[src/rtl/vga_pkg.sv]
// vga_pkg: shared playfield geometry, derived sizes and coordinate/address types
// for the Pong frame-buffer addressing logic.
package vga_pkg;

  localparam int H_RES   = 200;
  localparam int V_RES   = 150;
  localparam int COORD_W = 9;
  localparam int ADDR_W  = 16;

  // Number of pixels in the frame buffer; the largest legal address is FB_SIZE-1.
  localparam int FB_SIZE = H_RES * V_RES;

  typedef logic [COORD_W-1:0] coord_t;
  typedef logic [ADDR_W-1:0]  addr_t;

endpackage

[src/rtl/vga_mul_hres.sv]
// vga_mul_hres: combinational constant multiplier p = y * H_RES, built only
// from shifted copies of y (one per set bit of H_RES), never a generic multiplier.
// For H_RES = 200 this reduces to (y<<7) + (y<<6) + (y<<3).
module vga_mul_hres #(
  parameter int H_RES   = vga_pkg::H_RES,
  parameter int COORD_W = vga_pkg::COORD_W,
  parameter int PROD_W  = COORD_W + $clog2(H_RES)
) (
  input  logic [COORD_W-1:0] y,
  output logic [PROD_W-1:0]  p
);

  // Sum y shifted by the position of every set bit in the constant row stride.
  always_comb begin
    p = '0;
    for (int i = 0; i < 31; i++) begin
      if (H_RES[i]) begin
        p = p + (PROD_W'(y) << i);
      end
    end
  end

endmodule

[src/rtl/vga_addr.sv]
// vga_addr: turns a playfield coordinate (posx, posy) into a row-major
// frame-buffer address posy*H_RES + posx, registered with one cycle of latency.
// Out-of-range coordinates flag oob and force the address to 0 so the RAM is
// never driven outside the buffer.
module vga_addr #(
  parameter int H_RES   = vga_pkg::H_RES,
  parameter int V_RES   = vga_pkg::V_RES,
  parameter int COORD_W = vga_pkg::COORD_W,
  parameter int ADDR_W  = vga_pkg::ADDR_W
) (
  input  logic               clk,
  input  logic               rst,
  input  logic               in_valid,
  input  logic [COORD_W-1:0] posx,
  input  logic [COORD_W-1:0] posy,
  output logic [ADDR_W-1:0]  eff,
  output logic               out_valid,
  output logic               oob
);

  localparam int PROD_W = COORD_W + $clog2(H_RES);
  localparam int SUM_W  = PROD_W + 1;

  logic [PROD_W-1:0] row_base;
  logic [SUM_W-1:0]  full_addr;
  logic [ADDR_W-1:0] addr_next;
  logic              oob_next;

  vga_mul_hres #(
    .H_RES  (H_RES),
    .COORD_W(COORD_W),
    .PROD_W (PROD_W)
  ) u_mul (
    .y(posy),
    .p(row_base)
  );

  // Add the column to the row base and range-check the coordinate.
  always_comb begin
    full_addr = SUM_W'(row_base) + SUM_W'(posx);
    oob_next  = (int'(posx) >= H_RES) || (int'(posy) >= V_RES);
    addr_next = oob_next ? '0 : ADDR_W'(full_addr);
  end

  // Output registers: reset wins over in_valid; idle cycles hold eff/oob.
  always_ff @(posedge clk) begin
    if (rst) begin
      eff       <= '0;
      oob       <= 1'b0;
      out_valid <= 1'b0;
    end else begin
      out_valid <= in_valid;
      if (in_valid) begin
        eff <= addr_next;
        oob <= oob_next;
      end
    end
  end

endmodule

[config.mk]
export PLATFORM = sky130hd
export DESIGN_NAME = vga_addr
export DESIGN_NICKNAME = d
export VERILOG_FILES = /design/src/rtl/vga_pkg.sv /design/src/rtl/vga_mul_hres.sv /design/src/rtl/vga_addr.sv
export SDC_FILE = /design/constraint.sdc
export NUM_CORES = 1
export LEC_CHECK = 0
export BUFFER_PORTS_ARGS = -buffer_cell sky130_fd_sc_hd__buf_4
export CAP_MARGIN = 20
export CORE_MARGIN = 1
export CORE_UTILIZATION = 54
export DETAILED_ROUTE_END_ITERATION = 16
export GPL_ROUTABILITY_DRIVEN = 0
export PLACE_DENSITY_LB_ADDON = 0.1
export SLEW_MARGIN = 20
export SYNTH_ARGS = -nofsm -noshare
export SYNTH_HDL_FRONTEND = slang
export SYNTH_SLANG_ARGS = --single-unit
export TNS_END_PERCENT = 100
[constraint.sdc]
create_clock -name clk -period 3.16 [get_ports clk]
set_input_delay 0.316 -clock clk [delete_from_list [all_inputs] [get_ports clk]]
set_output_delay 0.316 -clock clk [all_outputs]
set_load 0.01 [all_outputs]
==> results by group, run 1 <==
Clock network
  • CTS tree: yes
  • H-tree depth: 1
  • Resize count post-CTS: 0
  • Post-CTS setup buffer count: 0
  • Deepest clock path buffer count: 2
  • Hold_buf cts: 0
  • Clk sinks: 18
  • Clk pin slew, worst setup/hold paths: roughly 0.1 ns
  • Root Driver: clkbuf_4
  • Number of buffers created by CTS: 3
  • Clk Latency, worst-skew pair: a little under 0.3 ns

Worst setup path
  • CP Cell Sequence: buf_4 > inv_1 > fa_1 > inv_1 > ha_1 > ha_1 > a211oi_1 > o21bai_1 > a311oi_2 > xor2_1 > o21ai_0
  • Critical path's slowest cell: fa_1
  • Crit-path max cell delay: 0.47 ns
  • WP data required: roughly 3.4 ns
  • Crit path kind: in2reg
  • Crit-path max FO: 5
  • Crit path launch type: primary input
  • Worst Setup End Kind: flop
  • Arrival time at the worst endpoint: roughly 2.8 ns

Detailed routing
  • Drt total wl: 3192 µm
  • Drt initial violations: 55
  • Routed vias/inst: between 5 and 6
  • WL/cell: ~13 µm
  • Number of remaining DRC errors: 4
  • DR vias: between 1000 and 1500
  • Post-route ant nets: 0
  • 1st-pass router iterations: 10

Timing
  • Slew Viols, Final: 0
  • Hold Vio Cnt, Final: 0
  • Fmax: 0.3801 GHz
  • Slew headroom: 0.5907
  • Endpoints failing setup: 0
  • Slew @ Worst Pin: 0.6120 ns
  • Final TNS setup: 0 ns
  • Final Critical Period: approximately 2.6 ns
  • Fin Clk Skew: 0 ns
  • RSZ-0062 raised after global routing: no
  • Fin crit share: 0.8325

Die
  • I/O pins: 39
  • DIE HEIGHT: ~57 µm
  • Core Rows: 19
  • Die area: 0.003231 mm²
  • Effective utilization at floorplan: 0.5789
  • Die width: roughly 57 µm
  • Core ar.: ~0.0028 mm²

Global route
  • Gr ovfl total: 0
  • M2 GR Usage: 0.4014
  • GRT met3 Usage: 0.03456
  • First-pass GRT wire length: ~5600 µm
  • Busiest grt layer: met2
  • GR Util All Layers: 0.2228
  • Largest net degree at the start of global routing: 17
  • GR Util met1: 0.2729
  • Initial antenna violation count: 0
  • Number of global-route vias before repair: around 1300

Synth
  • Mapped Area: between 0.0015 and 0.002 mm²
  • Yosys warns: 0
  • Mapped Avg Cell Area: between 8 and 9 µm²
  • Sequential area share after synthesis: 0.2219
  • Synth Net Count: 244
  • Yosys top cell area share: 0.2542
  • Top cells by area, synth: ha_1, dfxtp_1, fa_1
  • Cell count after synthesis: approximately 180
  • Area leader, netlist: ha_1
  • Library cells used by synthesis: 28
  • Post-synthesis register bit count: 18

Place
  • Port Buffer Count: 38
  • Hpwl dp: roughly 2700 µm
  • Placed Instances: about 250

Power
  • Pwr/cell area: between 300 and 400 mW/mm²
  • Worst VDD drop: 261.6 µV
  • Overall power: about 0.00073 W
  • Pleak: slightly above 1 nW

Status
  • Violations in the final reports: design-rule violations
  • Status: finished, violations left

Final layout
  • Non-Filler Instances: between 200 and 300
  • Antenna Cells: 0
  • Leading cell types in the layout, fill and taps excluded: buf_4, ha_1, inv_1
  • Fin nets: 284
  • Share of cells above drive strength 1: 0.2045
  • Commonest non-fill, non-tap cell in the layout: buf_4
  • Area delta synth->final: 21.03%

Run
  • Maxcap violations: 0

Worst hold path
  • HP Class: in2reg
-- power by group --
part / switching [W] / total, W / internal [W]
Combinational: 0.000189 / 0.000352 / 0.000164
Sequential: 0.00000419 / 0.000240 / 0.000236
Clock: 0.0000694 / 0.000140 / 0.0000703
Total: 0.000262 / 0.000732 / 0.000470
-- worst paths after layout --
kind	start	endpoint	slack, ns	cells after the start
worst min-delay path	posx[2]	eff[2]	0.24	3
worst max-delay path	posy[3]	eff[14]	0.53	11
worst min register to register	eff[12]	eff[12]	0.47	2
worst max register to register	eff[11]	eff[11]	2.43	3
-- layout make-up --
cell class | instances | area [µm²]
clock buffers | 4 | 36.28
fillers | 235 | 839.6
inverters | 27 | 101.3
multi-input cells | 133 | 1144
flip-flops and latches | 18 | 360.3
well taps | 31 | 38.79
repair buffers | 38 | 285.3
-- metrics by stage --
stage / hold slack (ns) / setup WS (ns) / utilization / cell area (µm²)
floorplan: 0.3876 / 0.5175 / - / 1624
global placement: 0.4502 / 0.2785 / 0.6878 / 1929
detailed placement: 0.4628 / 0.2028 / 0.6878 / 1929
CTS: 0.2356 / 0.5330 / 0.7007 / 1966
global route: 0.2531 / 0.3481 / 0.7007 / 1966
finish: 0.2445 / 0.5292 / 0.7007 / 1966
-- critical path: cells and delay by family --
kind	cells	cell delay [ns]
buffers and inverters	3	0.39
adder cells (fa/ha/maj)	3	1.06
AO/OA/AOI/OAI	4	0.89
XOR/XNOR	1	0.16
-- sequential cells by signal (all words and copies together) (netlist names) --
register / cells
eff: 16
oob: 1
out_valid: 1
-- Yosys cell counts --
library cell,n
clkbuf_1,2
nor2_1,15
xor2_1,5
o21bai_1,2
a211oi_1,2
o211ai_1,1
dfxtp_1,18
a221oi_2,1
o21ai_1,3
a31oi_1,2
nand2_1,7
xnor2_1,5
fa_1,9
inv_1,27
a311oi_2,1
o311ai_1,1
buf_6,1
ha_1,33
nand2b_1,1
nand3_1,1
and3_1,2
a21oi_1,16
nand4_1,1
o21ai_0,6
a211oi_4,1
nor3_1,1
nor2b_1,13
a21o_1,4
-- cell families (layout without fill, tap and decap cells) --
family | Yosys count | count (layout) | share of synthesized area
and+or+nand+nor | 41 | 41 | 0.1225
AOI/OAI and AO/OA | 40 | 40 | 0.1625
buffers and inverters | 30 | 69 | 0.07396
xor gates and xnor gates | 10 | 10 | 0.05393
DFF | 18 | 18 | 0.2219
adders and majority gates | 42 | 42 | 0.3652
-- layer usage --
metal,up-vias,wire [µm]
met4,0,61
met3,6,126
li1,680,-
met5,-,0
met1,605,1414
met2,33,1589
No activity file was read; power rests on OpenSTA's default activity.
==> run 2: changes to the inputs <==
Clock period 3.16 ns to 2.7 ns, I/O delays scaled along.
==> run 2 against run 1 <==
Compared with the run above:
- the flow still finishes with violations (design-rule violations)
- highest routed layer unchanged
- combinational power grew 39%
- register-to-register slack worse by 0.45 ns
- hold slack worse by 0.039 ns
- clock power down 9%
==> results by group, run 2 (synthesis gave the netlist of run 1 again) <==
Final layout
  • Leading cell types in the layout, fill and taps excluded: buf_4, ha_1, inv_1
  • Top flop regs: eff: 16 flops, oob: 1 flops, out_valid: 1 flops
  • Biggest register: eff
  • Max FFs per register: 16
  • Area delta synth->final: 29.20%
  • Fin area: 0.002098 mm²
  • Commonest non-fill, non-tap cell in the layout: buf_4
  • Fin nets: between 300 and 400
  • Fill count: 225
  • Antenna Cells: 0
  • Share of cells above drive strength 1: 0.2616

Power
  • Sw Share: 0.3595
  • NetSw: around 0.00032 W
  • Pwr/cell area: 428.4 mW/mm²
  • Clock power frac: 0.142
  • Internal power: around 0.00058 W
  • Worst VDD drop: between 300 and 400 µV
  • Overall power: approximately 0.00090 W
  • Pleak: about 1.1 nW
  • Reg power frac: 0.312
  • Combinational share of power: 0.546

Die
  • I/O pins: 39
  • Die area: 0.003231 mm²
  • Effective utilization at floorplan: 0.5789
  • Core Rows: 19
  • Die width: about 57 µm
  • DIE HEIGHT: approximately 57 µm
  • Core ar.: 0.002805 mm²

Detailed routing
  • Routed vias/inst: around 5.3
  • Drt total wl: 3436 µm
  • Drt initial violations: 49
  • DR vias: around 1400
  • WL/cell: around 13 µm
  • Number of remaining DRC errors: 4
  • 1st-pass router iterations: 10
  • Post-route ant nets: 0

Global route
  • Gr ovfl total: 0
  • First-pass GRT wire length: around 5900 µm
  • Largest net degree at the start of global routing: 17
  • GR Util All Layers: 0.2361
  • Initial antenna violation count: 0
  • Number of global-route vias before repair: approximately 1400

Timing
  • RSZ-0062 raised after global routing: no
  • Fin Clk Skew: 0 ns
  • Slew @ Worst Pin: about 0.33 ns
  • Slew Viols, Final: 0
  • Endpoints failing setup: 0
  • Final TNS setup: 0 ns
  • Fmax: between 0.3 and 0.4 GHz
  • Hold Vio Cnt, Final: 0
  • Slew headroom: 0.7787
  • Final Critical Period: roughly 2.5 ns
  • Fin crit share: 0.9338

Worst setup path
  • Arrival time at the worst endpoint: ~2.7 ns
  • CP delay by family, top: adder cells
  • Crit path launch type: primary input
  • Crit-path max cell delay: approximately 0.55 ns
  • Crit path kind: in2reg
  • Critical path's slowest cell: fa_1
  • Crit-path max FO: 4
  • CP Cell Sequence: buf_4 > inv_1 > fa_1 > inv_1 > fa_1 > ha_1 > a211oi_1 > o21bai_1 > a311oi_2 > xor2_1 > o21ai_0
  • Worst Setup End Kind: flop
  • WP data required: ~2.9 ns
  • WP buf/inv: 3

Clock network
  • Root Driver: clkbuf_4
  • Post-CTS setup buffer count: 0
  • Number of buffers created by CTS: 3
  • Clk pin slew, worst setup/hold paths: approximately 0.09 ns
  • Clk sinks: 18
  • H-tree depth: 1
  • CTS tree: yes
  • Clk Latency, worst-skew pair: ~0.29 ns
  • Deepest clock path buffer count: 2

Run
  • Maxcap violations: 0

Status
  • Status: finished, violations left
  • Violations in the final reports: design-rule violations

Place
  • Placement Cell Area: 0.002064 mm²
  • Port Buffer Count: 38
  • Hpwl dp: around 2900 µm

Worst hold path
  • HP Class: in2reg
==> run 2: worst paths after layout <==
kind	slack [ns]	end	cells after the start	start
min reg2reg	0.46	eff[12]	2	eff[12]
min	0.21	eff[0]	3	posx[0]
max reg2reg	1.98	eff[9]	3	eff[9]
max	0.18	eff[14]	11	posx[7]
==> run 2: layout make-up <==
type / instances / area [µm²] / area share
timing repair buffer: 56 / 420.4 / 0.2004
clock buffer: 3 / 22.52 / 0.01073
tap: 31 / 38.79 / 0.01849
inverter: 27 / 101.3 / 0.04830
sequential: 18 / 360.3 / 0.1717
multi-input combinational: 133 / 1155 / 0.5504
==> run 2: per-stage QoR <==
stage          utilization  hold slack [ns]  cells  setup WS, ns
6_report            0.7480           0.2051    268        0.1788
3_5_place_dp        0.7360           0.4502    265       -0.1575
5_1_grt             0.7480           0.2159    268       0.03663
4_1_cts             0.7440           0.2013    268        0.1629
2_1_floorplan            -           0.3416    181        0.1035
3_3_place_gp        0.7360           0.4498    265       -0.1264
==> run 2: tightest hold or removal path, delay by kind of cell <==
kind / cells / cell delay (ns)
compound gates: 1 / 0.05
simple gates: 1 / 0.07
buf+inv: 1 / 0.08
==> run 2: routing by layer <==
layer / track usage / wire length, µm / share of wire / up-vias
met1: 0.2708 / 1424 / 0.41 / 654
met2: 0.4286 / 1773 / 0.52 / 38
li1: - / - / - / 716
met5: 0 / 0 / 0 / -
met4: 0.08362 / 76 / 0.022 / 0
met3: 0.05069 / 160 / 0.047 / 6
==> run 2: timing repair <==
| item | CTS | global route |
|---|---|---|
| hold buffers | 0 | 0 |
| endpoints found under the setup margin | 0 | 1 |
| gates resized for setup | 0 | 1 |
==> run 2: power groups by stage <==
stage,Clock [W],Combinational [W],Sequential [W]
floorplan,0,0.000298,0.000292
global placement,0,0.000462,0.000287
detailed placement,0,0.000478,0.000287
CTS,0.000134,0.000482,0.000281
global route,0.000150,0.000550,0.000282
finish,0.000127,0.000491,0.000280
==> run 3: changes to the inputs <==
Settings changed: CELL_PAD_IN_SITES_DETAIL_PLACEMENT set to 2, CELL_PAD_IN_SITES_GLOBAL_PLACEMENT set to 2, CORE_UTILIZATION 54 to 32, REMOVE_ABC_BUFFERS set to 1.
==> run 3 against run 2 <==
Compared with the run above:
- the run now ends clean
- fmax fell by 5.3%
- power rose by 23%
- first-iteration DRC count fell by 41%
- final cell count rose by 15%
- critical endpoint unchanged
- largest cell class unchanged
- largest power group unchanged
==> results by group, run 3 (synthesis gave the netlist of run 1 again) <==
Status
  • Status: complete, no violations

Run
  • Maxcap violations: 0

Detailed routing
  • WL/cell: around 17 µm
  • Routed vias/inst: a little under 5
  • 1st-pass router iterations: 2
  • Number of remaining DRC errors: 0
  • Drt total wl: roughly 5200 µm
  • DR vias: ~1500
  • Post-route ant nets: 0
  • Drt initial violations: 29

Die
  • DIE HEIGHT: between 70 and 80 µm
  • Core Rows: 25
  • Effective utilization at floorplan: 0.3371
  • Die area: 0.005364 mm²
  • Core ar.: between 0.004 and 0.005 mm²
  • Die width: 73.24 µm
  • I/O pins: 39

Timing
  • Slew Viols, Final: 0
  • Fin crit share: 0.9863
  • Hold Vio Cnt, Final: 0
  • Fmax: about 0.38 GHz
  • Slew headroom: 0.7540
  • Slew @ Worst Pin: roughly 0.37 ns
  • Final Critical Period: ~2.7 ns
  • Fin Clk Skew: 0 ns
  • Worst setup margin: roughly 0.037 ns
  • Endpoints failing setup: 0

Final layout
  • Max FFs per register: 16
  • Area of the multi-input gates: 0.001229 mm²
  • Reg area: about 360 µm²
  • Commonest non-fill, non-tap cell in the layout: buf_4
  • Top flop regs: eff: 16 flops, oob: 1 flops, out_valid: 1 flops
  • Share of cells above drive strength 1: 0.3237
  • Fin nets: 305
  • Biggest register: eff
  • Area delta synth->final: 40.14%
  • Fill count: 569
  • Leading cell types in the layout, fill and taps excluded: buf_4, ha_1, inv_1
  • Fin area: between 0.002 and 0.0025 mm²
  • Antenna Cells: 0

Clock network
  • Number of buffers created by CTS: 3
  • H-tree depth: 1
  • Clk pin slew, worst setup/hold paths: ~0.070 ns
  • CTS tree: yes
  • Hold_buf cts: 0
  • Clk sinks: 18
  • Root Driver: clkbuf_8
  • Clk Latency, worst-skew pair: about 0.25 ns
  • Deepest clock path buffer count: 2

Worst setup path
  • Worst Setup End Kind: flop
  • Worst r2r path cells: 3
  • Crit-path max FO: 3
  • Arrival time at the worst endpoint: between 2 and 3 ns
  • Crit path kind: in2reg
  • WP data required: ~2.8 ns
  • Crit path launch type: primary input
  • Minimum setup slack among reg-to-reg paths: 1.92 ns

Place
  • Hpwl dp: 4055 µm
  • Pre-CTS WS: -0.2925 ns
  • Placement Cell Area: approximately 0.0021 mm²
  • Port Buffer Count: 38

Global route
  • Initial antenna violation count: 0
  • Largest net degree at the start of global routing: 17
  • Gr ovfl total: 0
  • Number of global-route vias before repair: about 1600
  • GR Util All Layers: 0.1977
  • First-pass GRT wire length: slightly below 8000 µm

Worst hold path
  • HP Class: in2reg
  • Hold Path Stages: 3

Power
  • Pleak: roughly 1.1 nW
  • Worst VDD drop: about 240 µV
  • Pwr/cell area: 485.5 mW/mm²
## run 3: cell count changes in the layout (fill, tap and decap cells not counted), sizes merged
cell / change
buf: +3
clkbuf: +1
clkinvlp: +1
inv: -1
## run 3: worst max-delay path, stage by stage
cell and delay [ns]:
buf_4 0.09, inv_1 0.05, fa_1 0.53, inv_1 0.05, fa_1 0.54, ha_4 0.23, o211ai_1 0.31, o21bai_4 0.11
a311oi_2 0.32, xor2_1 0.22, o21ai_1 0.08
## run 3: timing repair
item | in CTS | in global routing
setup buffers | 0 | 2
resized for setup | 1 | 14
endpoints found under the setup margin | 3 | 5
pin swaps | 1 | 8
endpoints found under the hold margin | 0 | 0
## run 3: per-stage QoR
step / hold WS [ns] / util / setup TNS [ns] / power (W) / std cells
2_1_floorplan: 0.3416 / - / 0 / 0.0005846 / 178
4_1_cts: 0.2461 / 0.4532 / 0 / 0.001049 / 306
6_report: 0.2467 / 0.4725 / 0 / 0.001105 / 308
3_3_place_gp: 0.4544 / 0.4395 / -0.5439 / 0.0007699 / 302
5_1_grt: 0.2614 / 0.4725 / -0.04988 / 0.001184 / 308
3_5_place_dp: 0.4621 / 0.4395 / -1.309 / 0.0008059 / 302
## run 3: power by group
part	total, W	switching [W]	internal (W)
registers	0.000281	0.00000536	0.000276
logic	0.000603	0.000301	0.000301
clock network	0.000221	0.0000911	0.000130
## run 3: area by class of cell
class | count | area share
multi-input cells | 133 | 0.5399
repair buffers | 59 | 0.1946
flip-flops and latches | 18 | 0.1583
inverters | 27 | 0.04618
well taps | 67 | 0.03683
clock buffers | 4 | 0.02419
## run 3: final timing paths
path / start / to
max: posx[7] / eff[14]
min: posx[2] / eff[2]
max reg2reg: eff[10] / eff[10]
min reg2reg: eff[15] / eff[15]
## run 3: layer usage
layer / wire (µm) / part of all wire / GRT usage / vias to the layer above
met1: 2111 / 0.40 / 0.2041 / 742
met4: 0 / 0 / 0.01743 / 0
li1: - / - / - / 720
met3: 109 / 0.021 / 0.03039 / 0
met2: 3020 / 0.58 / 0.4198 / 24
met5: 0 / 0 / 0 / -
